## config.mk

```make
export PLATFORM = sky130hd
export DESIGN_NAME = write_sched_flat
export DESIGN_NICKNAME = d
export VERILOG_FILES = /design/src/rtl/write_sched_pkg.sv /design/src/rtl/write_sched_if.sv /design/src/rtl/write_sched_rr_arb2.sv /design/src/rtl/write_sched.sv /design/src/flat_wrapper.sv
export SDC_FILE = /design/constraint.sdc
export NUM_CORES = 1
export LEC_CHECK = 0
export ABC_CLOCK_PERIOD_IN_PS = 3000
export CAP_MARGIN = 0
export CORE_ASPECT_RATIO = 0.8
export CORE_MARGIN = 3
export CORE_UTILIZATION = 35
export CTS_CLUSTER_DIAMETER = 60
export DETAILED_ROUTE_END_ITERATION = 10
export GPL_ROUTABILITY_DRIVEN = 1
export PLACE_DENSITY = 0.75
export REMOVE_ABC_BUFFERS = 1
export SYNTH_ARGS = -nofsm -noshare
export SYNTH_HDL_FRONTEND = slang
export SYNTH_SLANG_ARGS = --single-unit
```

## constraint.sdc

```tcl
create_clock -name clk -period 3 [get_ports clk]
set_clock_uncertainty 0.1 [all_clocks]
set_input_delay 0.3 -clock clk [delete_from_list [all_inputs] [get_ports clk]]
set_output_delay 0.3 -clock clk [all_outputs]
set_load 0.1 [all_outputs]
```

## src/rtl/write_sched_pkg.sv

```systemverilog
// Shared types and constants for the two-requester write scheduler.
package write_sched_pkg;

    localparam int NUM_REQ = 2;

    // IDLE: arbitrate | GO: pulse ctl_go | RUN: stream words | FIN: pulse req_done
    typedef enum logic [1:0] {
        ST_IDLE = 2'd0,
        ST_GO   = 2'd1,
        ST_RUN  = 2'd2,
        ST_FIN  = 2'd3
    } state_t;

    function automatic logic [NUM_REQ-1:0] req_mask(input logic id);
        req_mask     = '0;
        req_mask[id] = 1'b1;
    endfunction

endpackage

```

## src/rtl/write_sched_if.sv

```systemverilog
// Requester and write-master signals of the scheduler; slave is the scheduler side.
interface write_sched_if #(
    parameter int ADDRESSWIDTH = 32,
    parameter int DATAWIDTH    = 32
);
    import write_sched_pkg::*;

    logic [NUM_REQ-1:0]              req_valid;
    logic [NUM_REQ*ADDRESSWIDTH-1:0] req_base;
    logic [NUM_REQ*ADDRESSWIDTH-1:0] req_length;
    logic [NUM_REQ-1:0]              req_ack;
    logic [NUM_REQ-1:0]              req_done;
    logic [NUM_REQ-1:0]              req_wr;
    logic [NUM_REQ*DATAWIDTH-1:0]    req_data;
    logic [NUM_REQ-1:0]              req_full;
    logic                            ctl_go;
    logic [ADDRESSWIDTH-1:0]         ctl_write_base;
    logic [ADDRESSWIDTH-1:0]         ctl_write_length;
    logic                            ctl_fixed_location;
    logic                            ctl_done;
    logic                            user_write_buffer;
    logic [DATAWIDTH-1:0]            user_buffer_data;
    logic                            user_buffer_full;
    logic                            busy;
    logic                            grant_id;

    modport slave (
        input  req_valid, req_base, req_length, req_wr, req_data, ctl_done, user_buffer_full,
        output req_ack, req_done, req_full, ctl_go, ctl_write_base, ctl_write_length,
               ctl_fixed_location, user_write_buffer, user_buffer_data, busy, grant_id
    );

    modport master (
        output req_valid, req_base, req_length, req_wr, req_data, ctl_done, user_buffer_full,
        input  req_ack, req_done, req_full, ctl_go, ctl_write_base, ctl_write_length,
               ctl_fixed_location, user_write_buffer, user_buffer_data, busy, grant_id
    );

endinterface

```

## src/rtl/write_sched_rr_arb2.sv

```systemverilog
// Two-way round-robin arbiter; the pointer names the requester holding priority.
module rr_arb2
    import write_sched_pkg::*;
(
    input  logic               clk,
    input  logic               reset_n,
    input  logic [NUM_REQ-1:0] i_req,
    input  logic               i_take,
    output logic               o_any,
    output logic               o_gid
);

    logic r_prio;
    logic w_gid;

    assign w_gid = i_req[r_prio] ? r_prio : ~r_prio;
    assign o_gid = w_gid;
    assign o_any = |i_req;

    always_ff @(posedge clk) begin
        if (!reset_n) begin
            r_prio <= 1'b0;
        end else if (i_take && o_any) begin
            r_prio <= ~w_gid;
        end
    end

endmodule

```

## src/rtl/write_sched.sv

```systemverilog
// Grants one of two requesters to the write master and forwards its data stream,
// counting words so the master never receives more than the granted length.
module write_sched
    import write_sched_pkg::*;
#(
    parameter int ADDRESSWIDTH = 32,
    parameter int DATAWIDTH    = 32
) (
    input  logic          clk,
    input  logic          reset_n,
    write_sched_if.slave  bus
);

    state_t                  r_state;
    logic                    r_gid;
    logic [ADDRESSWIDTH-1:0] r_base;
    logic [ADDRESSWIDTH-1:0] r_len;
    logic [ADDRESSWIDTH-1:0] r_wcount;
    logic                    r_ctl_go;
    logic [NUM_REQ-1:0]      r_done;

    logic                    w_any;
    logic                    w_gid;
    logic                    w_take;
    logic                    w_xfer;
    logic                    w_at_len;
    logic                    w_push;
    logic                    w_full_g;
    logic [ADDRESSWIDTH-1:0] w_sel_base;
    logic [ADDRESSWIDTH-1:0] w_sel_len;

    rr_arb2 u_arb (
        .clk     (clk),
        .reset_n (reset_n),
        .i_req   (bus.req_valid),
        .i_take  (w_take),
        .o_any   (w_any),
        .o_gid   (w_gid)
    );

    assign w_take     = (r_state == ST_IDLE) && w_any;
    assign w_sel_base = w_gid ? bus.req_base[ADDRESSWIDTH +: ADDRESSWIDTH]
                              : bus.req_base[0 +: ADDRESSWIDTH];
    assign w_sel_len  = w_gid ? bus.req_length[ADDRESSWIDTH +: ADDRESSWIDTH]
                              : bus.req_length[0 +: ADDRESSWIDTH];

    assign w_xfer   = (r_state == ST_GO) || (r_state == ST_RUN);
    assign w_at_len = (r_wcount == r_len);
    assign w_push   = w_xfer && bus.req_wr[r_gid] && !bus.user_buffer_full && (r_wcount < r_len);
    assign w_full_g = bus.user_buffer_full || w_at_len;

    always_ff @(posedge clk) begin
        if (!reset_n) begin
            r_state  <= ST_IDLE;
            r_gid    <= 1'b0;
            r_base   <= '0;
            r_len    <= '0;
            r_wcount <= '0;
            r_ctl_go <= 1'b0;
            r_done   <= '0;
        end else begin
            r_ctl_go <= 1'b0;
            r_done   <= '0;
            case (r_state)
                ST_IDLE: begin
                    if (w_any) begin
                        r_gid    <= w_gid;
                        r_base   <= w_sel_base;
                        r_len    <= w_sel_len;
                        r_wcount <= '0;
                        if (w_sel_len == '0) begin
                            r_state <= ST_FIN;
                            r_done  <= req_mask(w_gid);
                        end else begin
                            r_state  <= ST_GO;
                            r_ctl_go <= 1'b1;
                        end
                    end
                end
                // ctl_done still reflects the previous length here, so it is not looked at
                ST_GO: begin
                    r_state <= ST_RUN;
                    if (w_push) r_wcount <= r_wcount + ADDRESSWIDTH'(1);
                end
                ST_RUN: begin
                    if (w_push) r_wcount <= r_wcount + ADDRESSWIDTH'(1);
                    if (bus.ctl_done && w_at_len) begin
                        r_state <= ST_FIN;
                        r_done  <= req_mask(r_gid);
                    end
                end
                ST_FIN:  r_state <= ST_IDLE;
                default: r_state <= ST_IDLE;
            endcase
        end
    end

    assign bus.req_ack            = w_take ? req_mask(w_gid) : '0;
    assign bus.req_done           = r_done;
    assign bus.req_full           = !w_xfer ? 2'b11 : (r_gid ? {w_full_g, 1'b1} : {1'b1, w_full_g});
    assign bus.ctl_go             = r_ctl_go;
    assign bus.ctl_write_base     = r_base;
    assign bus.ctl_write_length   = r_len;
    assign bus.ctl_fixed_location = 1'b0;
    assign bus.user_write_buffer  = w_push;
    assign bus.user_buffer_data   = !w_xfer ? '0 : (r_gid ? bus.req_data[DATAWIDTH +: DATAWIDTH]
                                                          : bus.req_data[0 +: DATAWIDTH]);
    assign bus.busy               = (r_state != ST_IDLE);
    assign bus.grant_id           = r_gid;

endmodule

```

## src/flat_wrapper.sv

```systemverilog
// flat-port wrapper written by rule: the top's interface ports become plain ports
module write_sched_flat import write_sched_pkg::*;
#(
    parameter int ADDRESSWIDTH = 32,
    parameter int DATAWIDTH    = 32
)
  (clk, reset_n, bus_req_valid, bus_req_base, bus_req_length, bus_req_wr, bus_req_data, bus_ctl_done, bus_user_buffer_full, bus_req_ack, bus_req_done, bus_req_full, bus_ctl_go, bus_ctl_write_base, bus_ctl_write_length, bus_ctl_fixed_location, bus_user_write_buffer, bus_user_buffer_data, bus_busy, bus_grant_id);
  write_sched_if #(.ADDRESSWIDTH(ADDRESSWIDTH), .DATAWIDTH(DATAWIDTH)) bus_i ();
  input  logic clk;
  input  logic reset_n;
  input wire logic [$bits(bus_i.req_valid)-1:0] bus_req_valid;
  input wire logic [$bits(bus_i.req_base)-1:0] bus_req_base;
  input wire logic [$bits(bus_i.req_length)-1:0] bus_req_length;
  input wire logic [$bits(bus_i.req_wr)-1:0] bus_req_wr;
  input wire logic [$bits(bus_i.req_data)-1:0] bus_req_data;
  input wire logic [$bits(bus_i.ctl_done)-1:0] bus_ctl_done;
  input wire logic [$bits(bus_i.user_buffer_full)-1:0] bus_user_buffer_full;
  output wire logic [$bits(bus_i.req_ack)-1:0] bus_req_ack;
  output wire logic [$bits(bus_i.req_done)-1:0] bus_req_done;
  output wire logic [$bits(bus_i.req_full)-1:0] bus_req_full;
  output wire logic [$bits(bus_i.ctl_go)-1:0] bus_ctl_go;
  output wire logic [$bits(bus_i.ctl_write_base)-1:0] bus_ctl_write_base;
  output wire logic [$bits(bus_i.ctl_write_length)-1:0] bus_ctl_write_length;
  output wire logic [$bits(bus_i.ctl_fixed_location)-1:0] bus_ctl_fixed_location;
  output wire logic [$bits(bus_i.user_write_buffer)-1:0] bus_user_write_buffer;
  output wire logic [$bits(bus_i.user_buffer_data)-1:0] bus_user_buffer_data;
  output wire logic [$bits(bus_i.busy)-1:0] bus_busy;
  output wire logic [$bits(bus_i.grant_id)-1:0] bus_grant_id;
  assign bus_i.req_valid = bus_req_valid;
  assign bus_i.req_base = bus_req_base;
  assign bus_i.req_length = bus_req_length;
  assign bus_i.req_wr = bus_req_wr;
  assign bus_i.req_data = bus_req_data;
  assign bus_i.ctl_done = bus_ctl_done;
  assign bus_i.user_buffer_full = bus_user_buffer_full;
  assign bus_req_ack = bus_i.req_ack;
  assign bus_req_done = bus_i.req_done;
  assign bus_req_full = bus_i.req_full;
  assign bus_ctl_go = bus_i.ctl_go;
  assign bus_ctl_write_base = bus_i.ctl_write_base;
  assign bus_ctl_write_length = bus_i.ctl_write_length;
  assign bus_ctl_fixed_location = bus_i.ctl_fixed_location;
  assign bus_user_write_buffer = bus_i.user_write_buffer;
  assign bus_user_buffer_data = bus_i.user_buffer_data;
  assign bus_busy = bus_i.busy;
  assign bus_grant_id = bus_i.grant_id;
  write_sched #(.ADDRESSWIDTH(ADDRESSWIDTH), .DATAWIDTH(DATAWIDTH)) u_core (.clk(clk), .reset_n(reset_n), .bus(bus_i));
endmodule
```

# Yosys cells after proc, flatten, opt, wreduce, memory -nomap -nowiden
# Index checks and enable logic that the tools add are counted.
# Widths: inputs -> output; s select.
[totals]
regBits = 103
input_bits = 200
out_inout_bits = 107
word_cells = 73
[classes]
addsub = 1
magnitude_cmp = 6
eq_ne = 7
n_mux = 28
bitwise_logic = 2
reduce_logical = 21
[op_table]
columns = ["operator", "n"]
rows = [
  ["$mux 32", 6],
  ["$pmux 32 s2", 1],
  ["$add 32x1->32 const B", 1],
  ["$eq 32x32->1", 1],
  ["$logic_not 32->1", 1],
  ["$lt 32x32->1", 1],
  ["$mux 2", 9],
  ["$logic_and 1x1->1", 8],
  ["$mux 1", 8],
  ["$pmux 2 s4", 1],
  ["$lt 1x2->1 const B", 3],
  ["$reduce_and 3->1", 2],
  ["$eq 2x2->1 const B", 2],
  ["$ne 2x2->1 const B", 2],
  ["$pmux 2 s2", 1],
  ["$reduce_and 2->1", 2],
  ["$reduce_bool 2->1", 2],
  ["$reduce_or 2->1", 2],
  ["$demux 1 s1", 2],
  ["$eq 2x1->1 const B", 1],
  ["$ge 1x1->1 const B", 2],
  ["$logic_not 2->1", 1],
  ["$logic_or 1x1->1", 2],
  ["$ne 2x1->1 const B", 1],
  ["2 further kinds", 3],
]

# Depth between registers and ports, before layout
# Gate-level depths: netlist of run 1.
[depth]
ltp_word = 10
mapped_depth = 11
mapped_depth_nobuf = 9

# Modules after synthesis
# From an unflattened synthesis of run 1, not the netlist that was laid out.
[unflattened]
hier_cells = 771
area_unflattened_um2 = 6597.6
[modules_own_cells]
columns = ["mod", "instances", "cells_each", "area_each_um2", "seq_area_each_um2"]
rows = [
  ["write_sched", 1, 764, 6540.0, 2042.0],
  ["rr_arb2", 1, 7, 57.6, 20.0],
]

# Least setup slack after synthesis of run 1
# Ideal clock, no wire load.
[synth_timing]
path_type = "reg2out"
startpoint = "register u_core.r_len[1] (netlist: u_core.bus.ctl_write_length[1])"
endpoint = "output port bus_user_write_buffer"
arrival_time_ns = 3.562
t_required_ns = 2.600
slack_ns = -0.962
path_stages_with_launch = 9
path_buffers = 0
cell_sequence = "dfxtp_1 > inv_1 > ha_1 > nor2b_1 > o211a_1 > o21ai_1 > a41oi_2 > or2_2 > nor2_1"
[synth_via]
elab_chain_len = 2
[synth_lines]
columns = ["item", "line", "source"]
rows = [
  ["start: declaration", "write_sched.sv:17", "logic [ADDRESSWIDTH-1:0] r_len;"],
  ["start signal: assignment", "write_sched.sv:69", "r_len <= w_sel_len;"],
  ["$lt 32x32->1", "write_sched.sv:49", "assign w_push = w_xfer && bus.req_wr[r_gid] && !bus.user_buffer_full && (r_wcount < r_len);"],
  ["$logic_and 1x1->1", "write_sched.sv:49", ""],
  ["end: declaration", "flat_wrapper.sv:25", "output wire logic [$bits(bus_i.user_write_buffer)-1:0] bus_user_write_buffer;"],
]
# No other way between the ends.

# Final worst setup path of run 1
[layout_timing]
startpoint = "register u_core.r_len[11] (netlist: u_core.bus.ctl_write_length[11])"
endpoint = "output port bus_user_write_buffer"
# Same word-level chain as after synthesis.

==> results of run 1 <==
## area by class of cell
cell class / count / area (µm²) / share of cell area (%)
Clock buffer: 11 / 232.7 / 2.274
Clock inverter: 5 / 82.58 / 0.8067
Inverter: 50 / 187.7 / 1.834
Multi-Input combinational cell: 587 / 4219 / 41.22
Sequential cell: 103 / 2069 / 20.22
Tap cell: 253 / 316.6 / 3.093
Timing Repair Buffer: 335 / 3128 / 30.56
## flip-flops by register name (all words and copies together), names as in the netlist
signal / cells
u_core.bus.ctl_go: 1
u_core.bus.ctl_write_base: 32
u_core.bus.ctl_write_length: 32
u_core.bus.grant_id: 1
u_core.bus.req_done: 2
u_core.r_state: 2
u_core.r_wcount: 32
u_core.u_arb.r_prio: 1
## metrics by stage
step	power, mW	hold WS (ps)	setup TNS (ps)	cell area (µm²)	worst slack (ps)
after floorplan	8.409	317.6	-349380	6341	-5633
after global placement	10.43	360.1	0	9814	181.9
after detailed placement	10.47	363.9	0	9814	152.4
after CTS	11.78	384.2	0	10140	12.51
after global routing	12.30	398.1	-6.301	10240	-6.301
final	11.79	389.1	0	10240	81.64
## how the worst max path moves through the flow
stage,startpoint,to,slack (ps),depth (start not counted)
after floorplan,u_core.u_arb.r_prio,u_core.bus.grant_id,-5630,3
after global placement,u_core.bus.ctl_write_length[15],u_core.r_wcount[1],180,10
after detailed placement,u_core.bus.ctl_write_length[22],u_core.r_wcount[1],150,9
after CTS,u_core.bus.ctl_write_length[1],bus_user_write_buffer,10,9
after global routing,u_core.bus.ctl_write_length[11],bus_user_write_buffer,-6,9
final,u_core.bus.ctl_write_length[11],bus_user_write_buffer,80,9
## cell usage after synthesis, types with 3 or more instances
library cell    n
ha_1           35
buf_1           9
nand3_1        17
nor4_1         19
dfxtp_1       103
nand2_1       124
o211ai_2        6
nor3_1          4
nand2b_1       12
nor2b_1         3
buf_2           8
or3_1           3
clkbuf_1       31
and4_1          6
and3_1         41
o21ai_1         3
o211a_1        34
a21oi_1        19
nand4_1        16
nor2_1         61
a31oi_2        11
o21ai_0        10
inv_1          49
o21a_1          4
mux2i_1        99
a41oi_1         4
a31oi_1        19
## logic make-up after synthesis
| family | share of synthesized area [%] |
|---|---|
| AO/OA/AOI/OAI | 16.67 |
| AND/OR/NAND/NOR | 23.86 |
| other | 0.05715 |
| multiplexers | 15.10 |
| flip-flops | 31.43 |
| buffers and inverters | 6.217 |
| adder cells (fa/ha/maj) | 6.674 |
## worst max-delay path, delay by kind of cell, from the launching register on
kind                     cells  cell delay (ps)
flip-flops                   1              350
AND/OR/NAND/NOR              4              830
adder cells (fa/ha/maj)      1              310
buffers and inverters        2              240
AO/OA/AOI/OAI                2              430
## power breakdown
part | switching [mW] | internal [mW]
clock | 0.537 | 0.733
sequential | 0.206 | 1.74
combinational | 6.51 | 2.06
## metal layers
metal	vias to the layer above	global-route usage [%]	share of wire [%]
met5	-	0	0.048
met3	20	7.853	9.1
li1	3434	-	-
met1	3248	25.61	41
met2	274	37.11	48
met4	2	4.323	1.4
## timing repair
item / in CTS / in global routing
gates cloned: 0 / 0
gates resized for setup: 3 / 17
setup endpoints to repair: 3 / 9
pin swaps: 0 / 8
setup buffers: 0 / 0
==> reports/qor.csv, run 1 <==
metric,value,unit
max_freq,342.7,MHz
ant_nets,0,
synth-main-ff-cell,dfxtp_1,
p_per_area,1151,mW/mm²
yosysTopAreaCell,dfxtp_1,
portBuffers,305,
fillerInstances,1733,
ctsHoldBuffers,0,
worst_path_max_delay_cell,nor4_4,
drv_slew,0,
rows,44,
synth-seq-area-share,31.43,%
layoutNonFillerInstCount,1344,
path_clk_slew,70,ps
fin_crit_sh,97.28,%
synth_edf_count,0,
clk_latency,350,ps
grt_pass1_wl,35760,µm
die_area,0.02044,mm²
cts_buffer_depth,2,
worstHoldStart,u_core.r_wcount[31],
layout_common_cells,"clkdlybuf4s50_1, buf_4, nand2_1",
coreArea,0.01828,mm²
route.detailed.drc,0,
grt_usage,21.34,%
hpwlAfterDp,17910,µm
synth.top_cell.area_share,31.43,%
synth_area,0.006561,mm²
relSlewSlack,48.29,%
status,finished clean,
clockRootBuffer,clkbuf_16,
synthArstFlopShare,0,%
first_iter_violations,397,
cts_max_level,3,
finalCriticalPeriod,2918,ps
ios,307,
crit_arrival,2520,ps
avgSynthCellArea,8.295,µm²
start_kind,register,
wirelength,22970,µm
path_cells,inv_1 > ha_1 > nand4_1 > nor4_4 > o21ai_1 > a41oi_2 > or2_2 > nor2_2 > buf_12,
vias,6978,
dp_cells,1328,
critPathMaxFanout,3,
start_util,35.90,%
dieWidth,159.1,µm
fp.dieH,128.5,µm
max_cap_violations,0,
area_growth_syn_to_layout,56.01,%
hold_viol,0,
layout-drive-gt1-share,18.15,%
min_path_type,reg2reg,
tightest_slew,775.7,ps
antenna_found_initial,1,
critPathCaptureType,output pin,
peakVddDrop,0.0008809,V
r2r-end,u_core.r_wcount[1],
whs_endpoint,u_core.r_wcount[31],
dr.pass1.iters,5,
yosys-top-cells-area,"dfxtp_1, mux2i_1, nand2_1, ha_1, o211a_1",
via_per_inst,5.192,
slowest_delay,360,ps
finalCoreUtilization,56.00,%
yosys_warnings,0,
avgRoutedWirePerCell,17.09,µm
worstSetupPathType,reg2out,
gp_congestion,0.8515,
worstRegToRegCells,10,
min_path_cells,1,
p_leak,4.717,nW
tritoncts.num_buffers,9,
setup_viol,0,
overflow,0,
nets,1321,
ys_types,56,
final_common_cell,clkdlybuf4s50_1,
reg2reg_slack,160,ps
grt_max_degree,79,
synth_cells,791,
n_antenna_cell,0,
grt_pass1_vias,6719,
worstPathRequired,2600,ps
ys_seq_elements,103,
r2r_start,u_core.bus.ctl_write_length[11],
cts_tree,built,
clock_sinks,103,
Power figures use the tool's default switching activity.
==> inputs of run 2 (changes only) <==
Settings changed: SKIP_LAST_GASP from default to 1.
==> run 2 against run 1 <==
  * Global-route usage unchanged
  * Design area unchanged
  * Sequential cell count stayed put
  * Sequential power about the same
  * Total power is essentially flat
  * Combinational power hardly changed
  * Non-clock buffer count stayed put
  * Via count down 0.10%
  * Critical path depth unchanged
  * Critical path type unchanged
  * Critical endpoint unchanged
  * Largest cell class unchanged
==> reports/qor.csv, run 2 (synthesis results as in run 1) <==
metric,value,unit,change
layout_common_cells,"clkdlybuf4s50_1, buf_4, nand2_1",,
worstPathRequired,2600,ps,about the same
critPathCaptureType,output pin,,
cts_max_level,3,,unchanged
clk_latency,350,ps,about the same
layoutNonFillerInstCount,1344,,unchanged
critPathMaxFanout,3,,unchanged
area_growth_syn_to_layout,56.01,%,unchanged
clock_sinks,103,,unchanged
layout-drive-gt1-share,18.15,%,unchanged
grt_pass1_wl,35760,µm,unchanged
status,finished clean,,
coreArea,0.01828,mm²,unchanged
p_per_area,1151,mW/mm²,about the same
final_common_cell,clkdlybuf4s50_1,,
antenna_found_initial,1,,unchanged
dieWidth,159.1,µm,unchanged
worstSetupPathType,reg2out,,
hpwlAfterDp,17910,µm,unchanged
relSlewSlack,48.72,%,+0.43 points
start_util,35.90,%,unchanged
busiest_layer,met2,,
fin_crit_sh,97.14,%,-0.14 points
path_clk_slew,70,ps,about the same
cts_buffer_depth,2,,unchanged
first_iter_violations,391,,-1.5%
tritoncts.num_buffers,9,,unchanged
tightest_slew,769.3,ps,-6.387 ps
drv_slew,0,,unchanged
min_path_type,reg2reg,,
final.setup.worst_slack,85.93,ps,+4.292 ps
cts_tree,built,,
dp_cells,1328,,unchanged
use_met3,7.853,%,unchanged
fillerInstances,1733,,unchanged
p_leak,4.716,nW,about the same
crit_arrival,2510,ps,about the same
nets,1321,,unchanged
via_per_inst,5.187,,-0.10%
grt_pass1_vias,6719,,unchanged
wirelength,22930,µm,-0.18%
fp.dieH,128.5,µm,unchanged
gr-usage-met2,37.11,%,unchanged
peakVddDrop,0.0008809,V,about the same
clockRootBuffer,clkbuf_16,,
overflow,0,,unchanged
use_met1,25.61,%,unchanged
route.detailed.drc,0,,unchanged
preCtsSetupSlack,152.4,ps,unchanged
hold_viol,0,,unchanged
ios,307,,unchanged
finalCriticalPeriod,2914,ps,-4.292 ps
avgRoutedWirePerCell,17.06,µm,-0.18%
grt_max_degree,79,,unchanged
die_area,0.02044,mm²,unchanged
rows,44,,unchanged
max_cap_violations,0,,unchanged
start_kind,register,,
vias,6971,,-0.10%
portBuffers,305,,unchanged
setup_viol,0,,unchanged
n_antenna_cell,0,,unchanged
dr.pass1.iters,5,,unchanged
gp_congestion,0.8515,,unchanged
max_freq,343.2,MHz,+0.15%
grt_usage,21.34,%,unchanged
power,11.79,mW,about the same
ant_nets,0,,unchanged
[run 2: cell counts in the layout (fill, tap and decap cells not counted)]
No cell type changed its count.
[run 2: critical path: stages, from the launching register on]
cell and delay (ps):
dfxtp_1 350, inv_1 70, ha_1 310, nand4_1 200, nor4_4 360, o21ai_1 140, a41oi_2 290, or2_2 200
nor2_2 60, buf_12 170
[run 2: worst paths after layout]
path                                                       from               endpoint  slack [ps]  depth (start not counted)
worst max-delay path            u_core.bus.ctl_write_length[11]  bus_user_write_buffer          90                          9
worst max register to register  u_core.bus.ctl_write_length[11]     u_core.r_wcount[1]         170                         10
worst min register to register                u_core.r_state[0]      u_core.r_state[0]         390                          2
worst min-delay path                          u_core.r_state[0]      u_core.r_state[0]         390                          2
[run 2: timing repair]
action | in CTS | in global routing
gates cloned | 0 | 0
hold buffers | 0 | 0
gates resized for setup | 2 | 18
pin swaps | 0 | 6
buffers inserted | 0 | 0
endpoints found under the setup margin | 3 | 9
hold endpoints to repair | 0 | 0
[run 2: per-stage QoR]
| step | utilization (%) | cell area (µm²) | TNS (ps) | hold WS [ps] |
|---|---|---|---|---|
| global placement | 53.70 | 9814 | 0 | 360.1 |
| CTS | 55.48 | 10140 | -12.34 | 384.2 |
| floorplan | - | 6341 | -349380 | 317.6 |
| finish | 56.00 | 10240 | 0 | 390.5 |
| global route | 56.00 | 10240 | -2.844 | 398.1 |
| detailed placement | 53.70 | 9814 | 0 | 363.9 |
[run 2: final cells by class]
class                      count  area (µm²)  share of cell area [%]
tap                          253       316.6                   3.093
sequential                   103        2069                   20.22
inverter                      50       187.7                   1.834
clock inverter                 5       82.58                  0.8067
clock buffer                  11       232.7                   2.274
multi-input combinational    587        4219                   41.22
timing repair buffer         335        3128                   30.56
[run 2: power breakdown]
part / internal (mW) / leakage [nW] / switching [mW]
combinational: 2.06 / 3.73 / 6.50
clock: 0.733 / 0.142 / 0.537
sequential: 1.74 / 0.849 / 0.206
total: 4.54 / 4.72 / 7.25
[run 2: routing by layer]
layer,wire length (µm),share of wire (%)
met4,312,1.4
met1,9428,41
met5,11,0.048
met2,10990,48
met3,2180,9.5
==> inputs of run 3 (changes only) <==
Settings changed: PLACE_DENSITY 0.75 to 0.7, TNS_END_PERCENT from default to 20.
==> run 3 against run 2 <==
  * Final cell count is 0.22% lower
  * Design area about the same
  * Hold slack worse by 0.67 ps
  * Die area did not move
  * Sequential cell count did not move
  * Sequential share of layout area is essentially flat
  * Combinational power about the same
  * Critical path type unchanged
  * Largest cell class unchanged
==> reports/qor.csv, run 3 (synthesis results as in run 1) <==
metric,value,unit,change
gp_congestion,0.8778,,+3.1%
grt_usage,21.37,%,+0.035 points
critPathCaptureType,output pin,,
hold_viol,0,,unchanged
rsz0062_at_grt,true,,
use_met1,26.34,%,+0.72 points
multi_input_area,0.004242,mm²,+0.53%
avgRoutedWirePerCell,16.96,µm,-0.59%
critPathMaxFanout,7,,+4
die_area,0.02044,mm²,unchanged
status,finished clean,,
start_util,35.90,%,unchanged
grt_pass1_wl,35060,µm,-2.0%
start_kind,register,,
via_per_inst,5.141,,-0.88%
path_clk_slew,70,ps,about the same
area_growth_syn_to_layout,55.91,%,about the same
wirelength,22740,µm,-0.81%
min_path_type,reg2reg,,
design_area,0.01023,mm²,about the same
overflow,0,,unchanged
rows,44,,unchanged
grt_pass1_vias,6525,,-2.9%
worstSetupPathType,reg2out,,
ff_latch_area,0.002073,mm²,+0.18%
clockRootBuffer,clkbuf_16,,
p_per_area,1150,mW/mm²,-0.14%
use_met3,7.982,%,+0.13 points
hpwlAfterDp,17890,µm,about the same
worstPathRequired,2600,ps,about the same
whs,389.8,ps,-0.6660 ps
finalCriticalPeriod,2947,ps,+33.09 ps
finalCoreUtilization,55.97,%,about the same
final_common_cell,clkdlybuf4s50_1,,
fp.dieH,128.5,µm,unchanged
clock_sinks,103,,unchanged
setup_viol,0,,unchanged
ant_nets,0,,unchanged
dp_cells,1326,,-0.15%
finalSetupTns,0,ps,unchanged
dieWidth,159.1,µm,unchanged
layoutNonFillerInstCount,1341,,-0.22%
layout-drive-gt1-share,18.47,%,+0.33 points
max_freq,339.3,MHz,-1.1%
drv_slew,0,,unchanged
dpl_cell_area,0.009787,mm²,-0.28%
peakVddDrop,0.0009686,V,+10%
ios,307,,unchanged
gr-usage-met2,36.07,%,-1.0 points
first_iter_violations,415,,+6.1%
layout_common_cells,"clkdlybuf4s50_1, buf_4, nand2_1",,
fin_crit_sh,98.24,%,+1.1 points
nets,1319,,-0.15%
dr.pass1.iters,6,,+1
cts_tree,built,,
tightest_slew,794.6,ps,+25.34 ps
crit_arrival,2550,ps,+40 ps
cts_max_level,3,,unchanged
tritoncts.num_buffers,9,,unchanged
busiest_layer,met2,,
fillerInstances,1743,,+0.58%
ctsHoldBuffers,0,,unchanged
n_antenna_cell,0,,unchanged
cts_buffer_depth,2,,unchanged
portBuffers,305,,unchanged
cts_setup_buffers,0,,unchanged
clk_latency,360,ps,about the same
grt_max_degree,79,,unchanged
antenna_found_initial,0,,-1
max_cap_violations,0,,unchanged
p_leak,4.705,nW,-0.24%
vias,6894,,-1.1%
coreArea,0.01828,mm²,unchanged
relSlewSlack,47.03,%,-1.7 points
route.detailed.drc,0,,unchanged
==> run 3: cell count changes in the layout (fill, tap and decap cells not counted) <==
cell / delta
dfxtp_1: -3
dfxtp_2: +3
clkinvlp_4: -2
ha_1: -2
ha_4: +2
inv_1: -2
inv_2: +2
buf_12: -1
buf_6: -1
clkbuf_8: +1
nor2_1: +1
nor2_2: -1
==> run 3: stage by stage <==
stage          setup WS, ps  power (mW)
6_report              52.84       11.76
5_1_grt              -21.65       12.29
4_1_cts              -2.639       11.78
3_5_place_dp          102.8       10.47
3_3_place_gp          181.9       10.42
2_1_floorplan         -5633       8.409
==> run 3: worst max-delay path, cell delays in order (launching register included) <==
cell and delay [ps]:
dfxtp_1 370, ha_1 320, nand4_1 200, or4_4 500, nor3b_4 270, buf_6 140
nor2_1 60, nand2_1 140, buf_12 190
==> run 3: power breakdown <==
group          switching, mW  internal [mW]
Clock                  0.525          0.751
Sequential             0.204           1.74
Combinational           6.48           2.05
==> run 3: repair_timing <==
item                                    CTS  global route
gates resized for setup                   5            20
pin swaps                                 0            10
endpoints found under the setup margin    3             6
==> run 3: path summary, 6_finish.rpt <==
path / start / to / slack (ps) / depth (start not counted)
max: u_core.r_wcount[26] / bus_req_full[1] / 50 / 8
min: u_core.r_wcount[31] / u_core.r_wcount[31] / 390 / 1
max reg2reg: u_core.r_wcount[27] / u_core.r_wcount[24] / 220 / 9
min reg2reg: u_core.r_wcount[31] / u_core.r_wcount[31] / 390 / 1
==> run 3: final cells by class <==
cell class / instances / area share, %
Clock inverter: 3 / 0.6605
Inverter: 50 / 1.835
Clock buffer: 12 / 2.409
Sequential cell: 103 / 20.27
Tap cell: 253 / 3.094
Multi-Input combinational cell: 587 / 41.46
Timing Repair Buffer: 333 / 30.27
==> run 3: metal layers <==
metal	part of all wire [%]	vias to the layer above
met4	1.7	0
met5	0	-
li1	-	3431
met3	8.9	29
met1	43	3147
met2	46	287
